File: src/rtl/decode_cycle_pkg.sv
// decode_cycle_pkg: shared widths, field positions and opcode classes for the decode stage
package decode_cycle_pkg;
  localparam int XLEN = 16;
  localparam int REG_IDX_W = 4;
  localparam int NUM_REGS = 16;
  localparam int OP_LSB = 0;
  localparam int RD_LSB = 4;
  localparam int RS1_LSB = 8;
  localparam int RS2_LSB = 12;
  localparam logic [3:0] OP_I_LO = 4'h4;
  localparam logic [3:0] OP_U_LO = 4'hC;
  typedef logic [XLEN-1:0] word_t;
  typedef logic [REG_IDX_W-1:0] ridx_t;
  typedef enum logic [1:0] {CLS_R, CLS_I, CLS_U} op_class_t;
  function automatic op_class_t op_class(input logic [3:0] op);
    return op < OP_I_LO ? CLS_R : op < OP_U_LO ? CLS_I : CLS_U;
  endfunction
endpackage

File: src/rtl/decode_cycle_regfile.sv
// decode_cycle_regfile: 16x16 register file, reset-to-index, hard-zero reg0, write-to-read bypass
module decode_cycle_regfile
  import decode_cycle_pkg::*;
(
  input  logic  clk,
  input  logic  rst,
  input  logic  we,
  input  ridx_t waddr,
  input  word_t wdata,
  input  ridx_t raddr1,
  input  ridx_t raddr2,
  output word_t rdata1,
  output word_t rdata2
);
  word_t regs [NUM_REGS];
  logic wr_en;
  assign wr_en = we && waddr != '0;
  // reset loads each register with its own index; writes to reg0 are dropped
  always_ff @(posedge clk) begin
    if (rst) begin
      for (int i = 0; i < NUM_REGS; i++) regs[i] <= word_t'(i);
    end else if (wr_en) begin
      regs[waddr] <= wdata;
    end
  end
  // reg0 reads zero; a same-cycle write to the read index is forwarded
  always_comb begin
    rdata1 = raddr1 == '0 ? '0 : (wr_en && raddr1 == waddr) ? wdata : regs[raddr1];
    rdata2 = raddr2 == '0 ? '0 : (wr_en && raddr2 == waddr) ? wdata : regs[raddr2];
  end
endmodule

File: src/rtl/decode_cycle.sv
// decode_cycle: instruction decode with register read, immediate generation and ID/EX register
module decode_cycle
  import decode_cycle_pkg::*;
(
  input  logic        clk,
  input  logic        rst,
  input  logic [15:0] ir,
  input  logic [15:0] pc,
  input  logic [15:0] writedata,
  input  logic        regwrite,
  output logic [15:0] pcout,
  output logic [15:0] a,
  output logic [15:0] b,
  output logic [3:0]  rdout,
  output logic [15:0] imm
);
  ridx_t rd, rs1, rs2;
  word_t rdata1, rdata2, imm_d;
  op_class_t cls;
  assign rd  = ir[RD_LSB +: REG_IDX_W];
  assign rs1 = ir[RS1_LSB +: REG_IDX_W];
  assign rs2 = ir[RS2_LSB +: REG_IDX_W];
  assign cls = op_class(ir[OP_LSB +: 4]);
  decode_cycle_regfile u_rf (
    .clk    (clk),
    .rst    (rst),
    .we     (regwrite),
    .waddr  (rd),
    .wdata  (writedata),
    .raddr1 (rs1),
    .raddr2 (rs2),
    .rdata1 (rdata1),
    .rdata2 (rdata2)
  );
  // R-type has no immediate; I-class uses a 4-bit field, U-class an 8-bit field
  always_comb begin
    imm_d = cls == CLS_R ? '0
          : cls == CLS_I ? {{12{ir[15]}}, ir[15:12]}
          : {{8{ir[15]}}, ir[15:8]};
  end
  // ID/EX pipeline register, one instruction per cycle
  always_ff @(posedge clk) begin
    if (rst) begin
      pcout <= '0;
      a     <= '0;
      b     <= '0;
      rdout <= '0;
      imm   <= '0;
    end else begin
      pcout <= pc;
      a     <= rdata1;
      b     <= rdata2;
      rdout <= rd;
      imm   <= imm_d;
    end
  end
endmodule

File: config.mk
export PLATFORM = sky130hd
export DESIGN_NAME = decode_cycle
export DESIGN_NICKNAME = d
export VERILOG_FILES = /design/src/rtl/decode_cycle_pkg.sv /design/src/rtl/decode_cycle_regfile.sv /design/src/rtl/decode_cycle.sv
export SDC_FILE = /design/constraint.sdc
export NUM_CORES = 1
export LEC_CHECK = 0
export ABC_AREA = 0
export CORE_MARGIN = 4
export CORE_UTILIZATION = 64
export CTS_CLUSTER_SIZE = 12
export DETAILED_ROUTE_END_ITERATION = 6
export GPL_TIMING_DRIVEN = 0
export PLACE_DENSITY = 0.83
export SYNTH_ARGS = -nofsm -noshare
export SYNTH_HDL_FRONTEND = slang
export SYNTH_SLANG_ARGS = --single-unit
File: constraint.sdc
create_clock -name clk -period 3.45 [get_ports clk]
set_input_delay 1.035 -clock clk [delete_from_list [all_inputs] [get_ports clk]]
set_output_delay 1.035 -clock clk [all_outputs]
set_load 0.01 [all_outputs]
==> metrics.sh, run 1 <==
RUN_STATUS='completed'
CTS_BUFFERS=34
GLOBAL_ROUTE.OVERFLOW_TOTAL=0
LEAKAGE_POWER_FIGURE_nW=6.42
CORE_AREA_UM2=23700
SEQ_AREA_FRAC_SYNTH_PCT=57.1
HTREE_LEVELS=2
FINALHOLDVIOLCOUNT=0
GRT.TOTAL_USAGE_PCT=35.0
DIE-WIDTH_UM=164
POSTCTSHOLDBUFS=0
VDD.IR_DROP.WORST_mV=0.381
SLEW_VIOLATIONS=0
YOSYSTOPAREACELLSHARE_PCT=49.4
DRV_CAP=0
WORSTPATHARRIVAL_NS=3.74
FIRST_GLOBAL_VIAS=10800
POWER_DENSITY_nW_PER_UM2=503
DP.FINAL_HPWL_MM=31.3
REG2REG_SLACK_NS=1.52
GLOBALPLACE.CONGESTION=0.962
INITIAL_ANTENNA_VIOLATION_COUNT=0
INITIAL_UTILIZATION_PCT=65.7
WARNINGS_FROM_YOSYS=0
CLOCK_ROOT_BUFFER='clkbuf_16'
MAX-CLOCK-PATH-BUFFERS=3
LAYOUT.CORE_UTILIZATION_PCT=76.6
DRT_PASS1_ITERATIONS=6
DETAIL-ROUTE-ANTENNA-NETS=0
R2R_START='u_rf.regs[3][6]'
WORST_R2R_PATH_DEPTH=4
FP.DIEAREA_UM2=26900
RR_ENDPOINT='a[6]'
CLOCK_SKEW_NS=0.0156
SYN_TO_FINAL_GROWTH_PCT=16.5
LAYOUT-DRIVE-GT1-SHARE_PCT=18.8
NETLIST-CELL-TYPE-COUNT=39
WORSTSETUPENDPOINT='b[7]'
SYNTHMOSTINSTANTIATEDCELL='edfxtp_1'
SYN-INSTANCE-COUNT=1037
INTERNAL-POWER_W=0.00693
DIE_HEIGHT_UM=164
SYNTH_CELL_AREA_UM2=15600
CTS_SINKS=316
CRITPATHCAPTURETYPE='register'
WORST-SLEW-PIN-TRANSITION_NS=1.29
YOSYS_REGISTER_BITS=316
POST_SYNTH_MAIN_AREA_CONTRIBUTORS='edfxtp_1 49%, mux4_2 16%, and2_1 8.5%'
FLOORPLAN.IO_PINS=119
MAXIMUM_NUMBER_OF_PINS_ON_ONE_NET_BEFORE_GLOBAL_ROUTE_REPAIR=17
CLKSLEWWORSTSETUPHOLDPATHS_NS=0.06
FINISH.NET_COUNT=1246
SYNTH-ASYNC-RESET-RATIO_PCT=0
FMAXACHIEVABLE_MHz=303
SETUP_VIOL=0
STD_CELL_ROWS=56
LAYOUT_WORST_PATH_CYCLE_SHARE_PCT=95.8
SEQ_POWER_SHARE_PCT=49.1
DETAIL_ROUTE.ITER0.VIOLATIONS=1955
HIGHEST_NET_FANOUT_ALONG_THE_WORST_PATH=10
TOTAL_SWITCHING_POWER_W=0.00219
DETAILROUTE.VIA_COUNT=10500
CLKLATENCYLATEPIN_NS=0.52
SYNTH-EDFF-COUNT=256
CRITICAL_PATH_CLASS='primary input to register'
SWITCHING_PORTION_OF_TOTAL_POWER_PCT=24.0
PLACEDCELLCOUNT=1477
CP.REQUIRED_NS=3.89
SYNTH.AVG_CELL_AREA_UM2=15.0
RSZ0062_AT_GRT='false'
CRIT_START='ir[13]'
GRT_PASS1_WL_MM=67.7
YOSYS.AREA.TOP_TYPE='edfxtp_1'
DRC=0
POST-ROUTE-MIN-PERIOD_NS=3.30
SHARE_COMB_OF_TOTAL_POWER_PCT=12.9
SYNTH_COMMONEST_CELLS='256 x edfxtp_1, 211 x and2_1, 114 x mux4_2, 62 x clkbuf_1, 60 x dfxtp_1'
LAYOUT.CELLS.NON_FILLER=1540
CLOCK_POWER_SHARE_PCT=38.0
AVGVIACOUNTPERCELL=6.85
HOLD_CLASS='register to register'
PLACE.PORT_BUFFERS=106
TRITONCTS='done'
ROUTED_WIRE_LENGTH_PER_INSTANCE_UM=29.9
DETAIL_ROUTE.WIRELENGTH_MM=46.1
TIMING.MAX_SLEW.REL_SLACK_PCT=14.1
SETUP.WORST_PATH.START_CLASS='primary input'
POSTSYNTH.TOPFLOPCELL='edfxtp_1'
## layer usage
metal | wire (µm) | global-route usage (%) | up-vias
met4 | 2040 | 13.8 | 0
met1 | 15900 | 47.4 | 5213
met3 | 6560 | 10.4 | 168
met2 | 21500 | 54.1 | 910
met5 | 0 | 0 | -
li1 | - | - | 4256
## registers in the layout, indices dropped and copies added (netlist names)
register	count
a	16
b	16
pcout	16
imm	8
rdout	4
u_rf.regs	256
## power groups by stage
| stage | clock, W | sequential [W] | combinational, W |
|---|---|---|---|
| after CTS | 0.00345 | 0.00447 | 0.00115 |
| after global placement | 0 | 0.00452 | 0.00112 |
| final | 0.00347 | 0.00448 | 0.00118 |
| after global routing | 0.00363 | 0.00449 | 0.00122 |
| after detailed placement | 0 | 0.00455 | 0.00114 |
| after floorplan | 0 | 0.00453 | 0.000655 |
## cell usage in the layout, fill, tap and decap left out, drive strengths merged, types with 11 or more instances in the layout
cell type,Yosys,routed
nor2,23,23
nand3,11,11
conb,1,16
mux4,128,128
nand2b,11,11
a22oi,59,59
nand2,35,35
dfxtp,60,60
edfxtp,256,256
clkdlybuf4s50,0,106
a22o,32,32
buf,46,46
and2,211,211
or3,29,29
nor2b,27,27
clkbuf,62,118
or2,16,16
## cells by family after synthesis
family | count (synthesis) | synth area share, %
mux | 131 | 19.0
compound gates | 97 | 5.04
xor+xnor | 8 | 0.450
fa+ha+maj | 1 | 0.0803
flops | 316 | 57.1
buf+inv | 111 | 4.09
simple gates | 372 | 14.2
other cells | 1 | 0.0241
## critical path, cell delays in order
cell             delay [ns]
clkdlybuf4s50_1        0.57
nor2_1                 0.93
clkbuf_1               0.57
a22oi_1                0.30
nand2_1                0.14
a22o_1                 0.19
## worst min-delay path by stage
stage / from / to / slack, ns / depth (start not counted)
6_report: u_rf.regs[11][8] / b[8] / 0.85 / 4
5_1_grt: u_rf.regs[14][12] / b[12] / 0.86 / 4
4_1_cts: u_rf.regs[11][12] / b[12] / 0.84 / 4
3_5_place_dp: u_rf.regs[10][8] / a[8] / 0.81 / 4
3_3_place_gp: u_rf.regs[10][8] / b[8] / 0.79 / 4
2_1_floorplan: u_rf.regs[15][4] / b[4] / 0.75 / 4
## cell type report
type	instances	area [µm²]
antenna	1	2.50
clock inverter	6	27.5
clock buffer	56	1020
fill	1456	5540
timing repair buffer	106	1060
inverter	3	11.3
buffer	108	626
multi-input combinational	625	6110
tap	319	399
sequential	316	8890
## metrics by stage
stage / cell area (µm²) / hold WS (ns) / power (W) / setup TNS [ns] / setup WS (ns)
2_1_floorplan: 15600 / 0.752 / 0.00519 / 0 / 0.887
3_3_place_gp: 17100 / 0.787 / 0.00564 / -32.02 / -0.350
3_5_place_dp: 17100 / 0.806 / 0.00568 / -42.04 / -0.359
4_1_cts: 18100 / 0.837 / 0.00907 / 0 / 0.156
5_1_grt: 18100 / 0.863 / 0.00934 / 0 / 0.135
6_report: 18100 / 0.854 / 0.00912 / 0 / 0.146
## timing repair
item / 4_1_cts / 5_1_grt
resized for setup: 0 / 3
endpoints found under the setup margin: 0 / 48
setup buffers: 0 / 0
Power figures use the tool's default switching activity.
==> inputs of run 2 (changes only) <==
- CORE_UTILIZATION: 64 -> 59
- HOLD_SLACK_MARGIN: default -> 0.06
- PLACE_DENSITY: 0.83 -> 0.77
- clock period: 3.45 -> 3.4 ns (I/O delays scaled with it)
==> metrics.sh, run 2 (synthesis gave the netlist of run 1 again) <==
RUN_STATUS='completed'  # unchanged
WORST-SLEW-PIN-TRANSITION_NS=1.20  # was 1.29 ns
FINALHOLDVIOLCOUNT=0  # unchanged
CTS_BUFFERS=34  # unchanged
FMAXACHIEVABLE_MHz=296
CLOCK_ROOT_BUFFER='clkbuf_16'  # unchanged
MULTIINPUTGATEAREA_UM2=6110  # about the same
DETAIL_ROUTE.WIRELENGTH_MM=45.6  # was 46.1 mm
P_TOTAL_W=0.00941  # was 0.00912 W
LAYOUT_COMMONEST_CELL='edfxtp_1'  # unchanged
TIMING.MAX_SLEW.REL_SLACK_PCT=19.1  # was 14.1%
HIGHEST_NET_FANOUT_ALONG_THE_WORST_PATH=16  # was 10
FP.DIEAREA_UM2=29100  # was 26900 µm²
FLIP_FLOP_COUNT_OF_THE_LARGEST_REGISTER_ALL_COPIES_AND_WORDS_ADDED=256  # unchanged
PLACE.PORT_BUFFERS=106  # unchanged
CTSRESIZECOUNT=0  # unchanged
POSTCTSHOLDBUFS=0  # unchanged
DP.FINAL_HPWL_MM=31.1  # was 31.3 mm
FINISH.NET_COUNT=1246  # unchanged
WORSTPATHARRIVAL_NS=3.53  # was 3.74 ns
CLKLATENCYLATEPIN_NS=0.52  # about the same
GRT_PASS1_WL_MM=65.9  # was 67.7 mm
CRIT_START='rst'  # was ir[13]
AVGVIACOUNTPERCELL=6.60  # was 6.85
SETUP_VIOL=0  # unchanged
RSZ0062_AT_GRT='false'  # unchanged
DRV_CAP=0  # unchanged
DIE_HEIGHT_UM=170  # was 164 µm
DP_WORST_SETUP_SLACK_NS=-0.526  # was -0.359 ns
CTS_SETUP_BUFFERS=0  # unchanged
SLEW_VIOLATIONS=0  # unchanged
LEAKAGE_POWER_FIGURE_nW=6.45  # was 6.42 nW
GRT.TOTAL_USAGE_PCT=31.6  # was 35.0%
HTREE_LEVELS=2  # unchanged
DRT_PASS1_ITERATIONS=6  # unchanged
DETAIL-ROUTE-ANTENNA-NETS=0  # unchanged
GLOBALPLACE.CONGESTION=0.937  # was 0.962
CTS_SINKS=316  # unchanged
INITIAL_ANTENNA_VIOLATION_COUNT=0  # unchanged
DIE-WIDTH_UM=170  # was 164 µm
DETAIL_ROUTE.ITER0.VIOLATIONS=1643  # was 1955
DRC=0  # unchanged
CRITICAL_PATH_CLASS='primary input to register'  # unchanged
POST-ROUTE-WORST-SETUP-SLACK_NS=0.0217  # was 0.146 ns
R2R_START='u_rf.regs[3][5]'  # was u_rf.regs[3][6]
PLACEDCELLCOUNT=1493  # was 1477
DIODES_INSERTED=0  # was 1
SYN_TO_FINAL_GROWTH_PCT=17.0  # was 16.5%
GLOBAL_ROUTE.OVERFLOW_TOTAL=0  # unchanged
LAYOUT_COMMON_CELLS='256 x edfxtp_1, 211 x and2_1, 114 x mux4_2, 106 x clkdlybuf4s50_1, 76 x clkbuf_1'  # was 256 x edfxtp_1, 211 x and2_1, 114 x mux4_2, 106 x clkdlybuf4s50_1, 79 x clkbuf_1
DETAILROUTE.VIA_COUNT=10300  # was 10500
VDD.IR_DROP.WORST_mV=0.411  # was 0.381 mV
MAXIMUM_NUMBER_OF_PINS_ON_ONE_NET_BEFORE_GLOBAL_ROUTE_REPAIR=17  # unchanged
MAX-CLOCK-PATH-BUFFERS=3  # unchanged
POST-ROUTE-MIN-PERIOD_NS=3.38
CORE_AREA_UM2=26000  # was 23700 µm²
CP.REQUIRED_NS=3.55  # was 3.89 ns
STD_CELL_ROWS=59  # was 56
FIN_TNS_SETUP_NS=0  # unchanged
SETUP.WORST_PATH.START_CLASS='primary input'  # unchanged
CLOCK_SKEW_NS=0.0121  # was 0.0156 ns
HOLD_CLASS='primary input to register'  # was register to register
CLKSLEWWORSTSETUPHOLDPATHS_NS=0.06  # about the same
LAYOUT.CORE_UTILIZATION_PCT=70.1  # was 76.6%
FIRST_GLOBAL_VIAS=10300  # was 10800
ROUTED_WIRE_LENGTH_PER_INSTANCE_UM=29.3  # was 29.9 µm
INITIAL_UTILIZATION_PCT=59.9  # was 65.7%
FLOORPLAN.IO_PINS=119  # unchanged
POWER_DENSITY_nW_PER_UM2=516  # was 503 nW/µm²
TRITONCTS='done'  # unchanged
LAYOUT-DRIVE-GT1-SHARE_PCT=18.9  # was 18.8%
LAYOUT_WORST_PATH_CYCLE_SHARE_PCT=99.4
LAYOUT.CELLS.NON_FILLER=1555  # was 1540
FILLER_CELL_COUNT=1774  # was 1456
REGISTERS.TOP_BY_FF_COUNT='u_rf.regs'  # unchanged
CRITPATHCAPTURETYPE='register'  # unchanged
FF_LATCH_AREA_UM2=8890  # unchanged
HOLD_PATH_STARTPOINT='ir[6]'  # was u_rf.regs[11][8]
## run 2: power by group
group	total, W	internal, W	switching, W	leakage, nW
Sequential	0.00453	0.00443	0.000109	2.96
Clock	0.00369	0.00219	0.00150	0.543
Combinational	0.00118	0.000560	0.000624	2.95
## run 2: final cells by class
| class | instances | share of cell area, % |
|---|---|---|
| inverters | 3 | 0.0618 |
| well taps | 335 | 2.30 |
| clock inverters | 2 | 0.0481 |
| clock buffers | 60 | 6.05 |
| plain buffers | 108 | 3.43 |
| repair buffers | 106 | 5.82 |
| multi-input cells | 625 | 33.5 |
| flip-flops and latches | 316 | 48.8 |
## run 2: path summary, 6_finish.rpt
check / end / slack (ns) / cells after the start
hold / removal: rdout[2] / 0.83 / 2
setup reg to reg: a[5] / 1.55 / 4
hold reg to reg: b[1] / 0.83 / 4
setup / recovery: u_rf.regs[8][11] / 0.02 / 5
## run 2: stage by stage
| step | cell area (µm²) | hold slack, ns |
|---|---|---|
| after detailed placement | 17100 | 0.817 |
| final | 18200 | 0.832 |
| after CTS | 18200 | 0.828 |
| after global routing | 18200 | 0.831 |
| after floorplan | 15600 | 0.752 |
| after global placement | 17100 | 0.797 |
## run 2: routing by layer
layer,part of all wire [%],wire length [µm],up-vias,global-route usage [%]
li1,-,-,4252,-
met2,47,21600,763,49.1
met1,36,16500,5126,44.0
met4,3.3,1480,0,10.3
met5,0,0,-,0
met3,13,5930,117,8.94
## run 2: critical path: stages
cell	delay (ns)
clkdlybuf4s50_1	0.55
nor2b_1	0.26
nand3b_1	0.14
nor3_1	0.93
or2_2	0.63
